<file path="src/rtl/key_conditioner.sv">
// Push-button conditioner: 2-FF sync, per-bit debounce, one-cycle active-low press pulses,
// plus an auto-sweep sequencer that alternates KEY[0]/KEY[1] pulses until the FSM halts.
module key_conditioner #(
    parameter int DEBOUNCE_CYCLES = 50000,
    parameter int AUTO_PERIOD     = 50000
) (
    input  logic       clk,
    input  logic       rst_n,
    input  logic [1:0] key_raw,
    input  logic       auto_en,
    input  logic       halt_in,
    output logic [1:0] key_out,
    output logic       auto_busy,
    output logic [7:0] press_count
);

    localparam int DW = $clog2(DEBOUNCE_CYCLES + 1);
    localparam int TW = $clog2(AUTO_PERIOD);
    localparam logic [DW-1:0] DEB_LAST   = DW'(DEBOUNCE_CYCLES - 1);
    localparam logic [TW-1:0] TIMER_LAST = TW'(AUTO_PERIOD - 1);

    typedef enum logic [1:0] {A_IDLE, A_K0, A_K1, A_DONE} auto_state_t;

    logic [1:0]    sync_p0, sync_p1;
    logic [1:0]    stable, stable_d;
    logic [DW-1:0] deb_cnt [2];
    logic [1:0]    fall, man_pulse;
    logic [1:0]    auto_req, auto_pulse;
    logic [TW-1:0] timer, timer_next;
    auto_state_t   state, state_next;

    // Synchronizer and debouncer; the counter only runs while sync disagrees with stable
    always_ff @(posedge clk or negedge rst_n) begin
        if (!rst_n) begin
            sync_p0  <= 2'b11;
            sync_p1  <= 2'b11;
            stable   <= 2'b11;
            stable_d <= 2'b11;
            for (int i = 0; i < 2; i++) deb_cnt[i] <= '0;
        end else begin
            sync_p0  <= key_raw;
            sync_p1  <= sync_p0;
            stable_d <= stable;
            for (int i = 0; i < 2; i++) begin
                if (sync_p1[i] == stable[i]) begin
                    deb_cnt[i] <= '0;
                end else if (deb_cnt[i] == DEB_LAST) begin
                    stable[i]  <= sync_p1[i];
                    deb_cnt[i] <= '0;
                end else begin
                    deb_cnt[i] <= deb_cnt[i] + 1'b1;
                end
            end
        end
    end

    // Press edges; bit 0 wins a tie, and auto mode swallows manual presses entirely
    always_comb begin
        fall      = stable_d & ~stable;
        man_pulse = 2'b00;
        if (!auto_en) begin
            if (fall[0])      man_pulse = 2'b01;
            else if (fall[1]) man_pulse = 2'b10;
        end
    end

    always_comb begin
        state_next = state;
        timer_next = timer;
        auto_req   = 2'b00;
        case (state)
            A_IDLE: begin
                if (auto_en) begin
                    state_next = A_K0;
                    timer_next = '0;
                end
            end
            A_K0, A_K1: begin
                if (!auto_en) begin
                    state_next = A_IDLE;
                    timer_next = '0;
                end else if (halt_in) begin
                    state_next = A_DONE;
                    timer_next = '0;
                end else if (timer == TIMER_LAST) begin
                    auto_req   = (state == A_K0) ? 2'b01 : 2'b10;
                    state_next = (state == A_K0) ? A_K1 : A_K0;
                    timer_next = '0;
                end else begin
                    timer_next = timer + 1'b1;
                end
            end
            A_DONE: begin
                if (!auto_en) begin
                    state_next = A_IDLE;
                    timer_next = '0;
                end
            end
            default: begin
                state_next = A_IDLE;
                timer_next = '0;
            end
        endcase
    end

    // Output stage: auto pulses take one extra register so the first lands AUTO_PERIOD+1 edges in
    always_ff @(posedge clk or negedge rst_n) begin
        if (!rst_n) begin
            state       <= A_IDLE;
            timer       <= '0;
            auto_pulse  <= 2'b00;
            auto_busy   <= 1'b0;
            key_out     <= 2'b11;
            press_count <= 8'd0;
        end else begin
            state      <= state_next;
            timer      <= timer_next;
            auto_pulse <= auto_req;
            auto_busy  <= (state == A_K0) || (state == A_K1);
            key_out    <= ~(man_pulse | auto_pulse);
            if (|man_pulse) press_count <= press_count + 8'd1;
        end
    end

endmodule

</file>
<file path="config.mk">
export PLATFORM = sky130hd
export DESIGN_NAME = key_conditioner
export DESIGN_NICKNAME = d
export VERILOG_FILES = /design/src/rtl/key_conditioner.sv
export SDC_FILE = /design/constraint.sdc
export NUM_CORES = 1
export LEC_CHECK = 0
export CAP_MARGIN = 20
export CELL_PAD_IN_SITES_DETAIL_PLACEMENT = 0
export CELL_PAD_IN_SITES_GLOBAL_PLACEMENT = 1
export CORE_MARGIN = 2
export CORE_UTILIZATION = 30
export CTS_CLUSTER_SIZE = 12
export DETAILED_ROUTE_END_ITERATION = 10
export GPL_TIMING_DRIVEN = 0
export PLACE_DENSITY_LB_ADDON = 0.15
export SLEW_MARGIN = 40
export SYNTH_ARGS = -nofsm -noshare
export SYNTH_HDL_FRONTEND = slang
export SYNTH_SLANG_ARGS = --single-unit
</file>
<file path="constraint.sdc">
create_clock -name clk -period 3.51 [get_ports clk]
set_input_delay 0.702 -clock clk [delete_from_list [all_inputs] [get_ports clk]]
set_output_delay 0.702 -clock clk [all_outputs]
set_load 0.05 [all_outputs]
</file>
# Word-level counts from Yosys, hierarchy flattened
# Index checks and enable logic that the tools add are counted.
[totals]
elab_cells = 67
output_inout_bits = 11
register_bits = 71
inputBits = 6
[classes]
n_eq_ne = 11
n_bitwise = 6
muxes = 25
addsub = 4
reduce_logical = 8
[ops]
columns = ["op", "count"]
rows = [
  ["$mux W16", 9],
  ["$add A16 B1 Y16 const B", 3],
  ["$eq A16 B16 Y1 const B", 3],
  ["$pmux W16 S3", 1],
  ["$mux W2", 14],
  ["$add A8 B1 Y8 const B", 1],
  ["$pmux W2 S3", 1],
  ["$reduce_and A2 Y1", 3],
  ["$eq A2 B2 Y1 const B", 2],
  ["$ne A2 B2 Y1 const B", 2],
  ["$ne A4 B4 Y1 const B", 1],
  ["$not A2 Y2", 2],
  ["$reduce_or A2 Y1", 2],
  ["$reduce_and A3 Y1", 1],
  ["$and A2 B2 Y2", 1],
  ["$eq A1 B1 Y1", 2],
  ["$eq A2 B1 Y1 const B", 1],
  ["$logic_not A2 Y1", 1],
  ["$not A1 Y1", 2],
  ["$or A2 B2 Y2", 1],
  ["$logic_or A1 B1 Y1", 1],
]

# Longest topological paths before layout
[depth]
word_depth = 7
mapped_depth = 6
ltp_nobuf = 6

# Least setup slack after synthesis
# Ideal clock, no wire load.
[synth_timing]
path_kind = "in2reg"
startpoint = "input port auto_en"
endpoint = "register timer[13]"
arrival_ns = 2.192
setup_time_ns = 0.078
path_buffers = 1
t_required_ns = 3.432
path_stages = 5
path_slack_ns = 1.240
path_cell_list = "buf_6 > mux2_4 > or4b_4 > or4_1 > a21oi_1"
[synth_between]
elab_chain_cells = 2
elab_cells_between_ends = 5
cone_classes = "eq/ne: 2; mux: 2; reduce/logical: 1"
[synth_rtl]
columns = ["item", "line", "source"]
rows = [
  ["start, declared", "10", "input logic auto_en,"],
  ["$mux W16 / $ne A2 B2 Y1 (equally long branches)", "--", ""],
  ["$pmux W16 S3 / $reduce_and A2 Y1 (equally long branches)", "--", ""],
  ["end signal, assigned", "117", "timer <= timer_next;"],
  ["end, declared", "29", "logic [TW-1:0] timer, timer_next;"],
]
# Parallel ways exist; a longest one is shown, timed or not.
# A chain may end at the register's enable or synchronous reset.

# Final worst setup path
[layout_timing]
startpoint = "register key_out[1]"
endpoint = "output port key_out[1]"
[layout_lines]
columns = ["item", "line", "source"]
rows = [
  ["start, declared", "12", "output logic [1:0] key_out,"],
  ["start signal, assigned", "120", "key_out <= ~(man_pulse | auto_pulse);"],
]
# No word-level cell between the ends.

==> impl_metrics.ini <==
[synth]
synth_seq_cells = 71
seq_area_frac_synth_pct = 52.8
synthTopCellsByArea = dfrtp_1, dfstp_2, xnor2_1, xor2_1, nor2_1
syn_area_per_cell_um2 = 10.4
ys_types = 43
synth_nets = 338
yosysTopAreaCellShare_pct = 45.0
synth_cells = 325
syn_area_mm2 = 0.00339
synth_top_cell_by_area = dfrtp_1
ys_warn_count = 0

[worst_setup_path]
cp.required_ps = 2810
r2r_cells = 4
crit_chain = clkdlybuf4s50_1
cpPeakStageDelay_ps = 800
critPathLaunchType = flop
critical_path_buf_inv_count = 1
reg2reg_from = timer[5]
cp_max_fo = 1
crit_family = buffers and inverters
r2r_slack_ps = 1190
worstReg2RegEnd = state[0]
setup.worst_path.end_class = output port
critPathKind = flop to output port
cp_slowest_cell = clkdlybuf4s50_1
arrival_ps = 1650

[floorplanning]
core_mm2 = 0.0109
die_height_um = 110
initial_utilization_pct = 31.0
die-width_um = 110
placementRows = 38
io_pins = 17
dieArea_mm2 = 0.0122

[placement]
place_ws_ps = 876
gp_congestion = 0.742
io_buffers = 15
placed_cell_area_mm2 = 0.00375
hpwl_um = 4820

[sta]
layout_min_cycle_time_ps = 2360
fin_ws_ps = 1150
worstMarginPinSlew_ps = 669
finalSetupViolations = 0
hold_ws_ps = 212
rsz0062_at_grt = no
finalCritPeriodShare_pct = 67.1
hold_violations = 0
drv_slew = 0
slew_headroom_pct = 55.0
clock_skew_ps = 6.03
max_freq_mhz = 425

[power]
p_sw_uw = 550
sw_frac_of_total_pct = 26.3
p_clk_share_pct = 44.0
power.internal_uw = 1540
max-vdd-ir-drop_mv = 0.346
power-per-cell-area_mw_per_mm2 = 516
leakage_uw = 0.00159
p_seq_share_pct = 42.0
pwr-share-comb_pct = 13.9

[global_routing]
grt_pass1_vias = 2465
grt_max_degree = 52
antenna_found_initial = 0
grt_pass1_wl_um = 12400
grt_usage_pct = 13.5
grt_remaining_overflow = 0

[clocking]
clock-sinks = 71
path_clk_slew_ps = 60
cts_made_buffers = 9
clk_latency_ps = 330
hold_buffers = 0
postCtsSetupRepairBufs = 0
cts_tree = done
clock-root-buffer = clkbuf_16
clockBufferDepth = 2
post_cts_resized = 0
htreeDepth = 3

[route]
post_drt_wl_per_cell_um = 14.4
wl_met3_um = 314
drtIter0Drc = 161
drc = 0
routed_wl_um = 7140
via_per_inst = 5.00
wl_met2_um = 3090
final_antenna_net_count = 0
drt-pass1-iter-count = 4
top_layer = met4
vias = 2487
met1_length_um = 3680

[cells_and_area]
diodes = 0
fin_nets = 365
mostFrequentLayoutCells = dfrtp_1, nor2_1, nand2_1, a21oi_1, xnor2_1
drive_gt1_share_pct = 10.9
layout_commonest_cell = dfrtp_1
postLayoutCoreUtil_pct = 37.0
fin_area_mm2 = 0.00405
area_growth_pct = 19.4
num-fill-cells = 1111

[flow_run]
drv_cap = 0

[run_status]
run_status = completed

[min_path]
min-delay-path-class = primary input to async pin
-- cell families (layout without fill, tap and decap cells) --
group           Yosys count  count (layout)  synth area share [%]
simple gates            144             144                  23.4
mux                       6               6                  2.07
compound gates           46              46                  8.45
buf+inv                  18              50                  2.21
fa+ha+maj                 7               7                  2.58
xor+xnor                 33              33                  8.52
flops                    71              71                  52.8
-- how the worst max path moves through the flow --
stage | startpoint | to | cells after the start
CTS | key_out[1] | key_out[1] | 1
global route | timer[5] | state[0] | 4
global placement | rst_n | timer[1] | 1
floorplan | auto_en | timer[13] | 5
detailed placement | halt_in | state[0] | 5
finish | key_out[1] | key_out[1] | 1
-- power groups by stage --
stage / Sequential (uW) / Combinational, uW / Clock, uW
finish: 879 / 291 / 921
global route: 885 / 330 / 986
CTS: 879 / 299 / 957
detailed placement: 893 / 298 / 0
global placement: 893 / 289 / 0
floorplan: 913 / 168 / 0
-- flip-flops by register name, summed over array words and instances (netlist names) --
register,cells
sync_p0,2
press_count,8
deb_cnt,32
state,2
auto_busy,1
sync_p1,2
stable,2
timer,16
key_out,2
stable_d,2
auto_pulse,2
-- metrics by stage --
step,instances,power [uW],setup TNS (ps)
after CTS,497,2140,0
after global placement,480,1180,-57200
after detailed placement,481,1190,0
after floorplan,325,1080,0
after global routing,497,2200,0
final,497,2090,0
-- per-layer routing --
metal  global-route usage, %  vias up
met5                       0        -
met3                    4.94        2
met4                    4.55        0
met1                    18.7     1212
met2                    19.3       38
li1                        -     1235
-- cells in the mapped netlist --
| cell type | count |
|---|---|
| xnor2_1 | 19 |
| and4b_1 | 1 |
| or4_1 | 9 |
| o21ai_0 | 7 |
| o22ai_1 | 4 |
| nor4b_1 | 2 |
| ha_1 | 7 |
| mux2i_1 | 1 |
| nand2b_1 | 3 |
| and2_1 | 1 |
| a31o_2 | 1 |
| mux2_2 | 4 |
| o41ai_1 | 1 |
| nand3_1 | 18 |
| a41oi_2 | 1 |
| or4b_4 | 1 |
| a21oi_1 | 20 |
| and4_1 | 3 |
| nor3b_1 | 1 |
| or3b_2 | 1 |
| nor4_1 | 4 |
| nand2_1 | 25 |
| nand3b_1 | 1 |
| or3_1 | 5 |
| dfstp_2 | 10 |
| clkbuf_1 | 3 |
| xor2_1 | 14 |
| buf_6 | 1 |
| dfrtp_1 | 61 |
| a211oi_1 | 1 |
| nor3_1 | 8 |
| nor4bb_1 | 6 |
| o211ai_1 | 1 |
| and3_1 | 7 |
| nand4_1 | 15 |
| nor2_2 | 1 |
| inv_1 | 14 |
| o31ai_1 | 8 |
| o311ai_0 | 1 |
| nor2_1 | 31 |
| nand4b_1 | 1 |
| mux2_4 | 1 |
| a2bb2oi_1 | 1 |
-- area by class of cell --
type / count / area [um^2] / area share, %
plain buffers: 4 / 22.5 / 0.556
clock buffers: 12 / 256 / 6.33
clock inverters: 4 / 45.0 / 1.11
inverters: 14 / 52.6 / 1.30
multi-input cells: 236 / 1530 / 37.8
flip-flops and latches: 71 / 1790 / 44.2
well taps: 140 / 175 / 4.32
repair buffers: 16 / 179 / 4.42
Note: power is estimated with default switching activity, not from simulation.
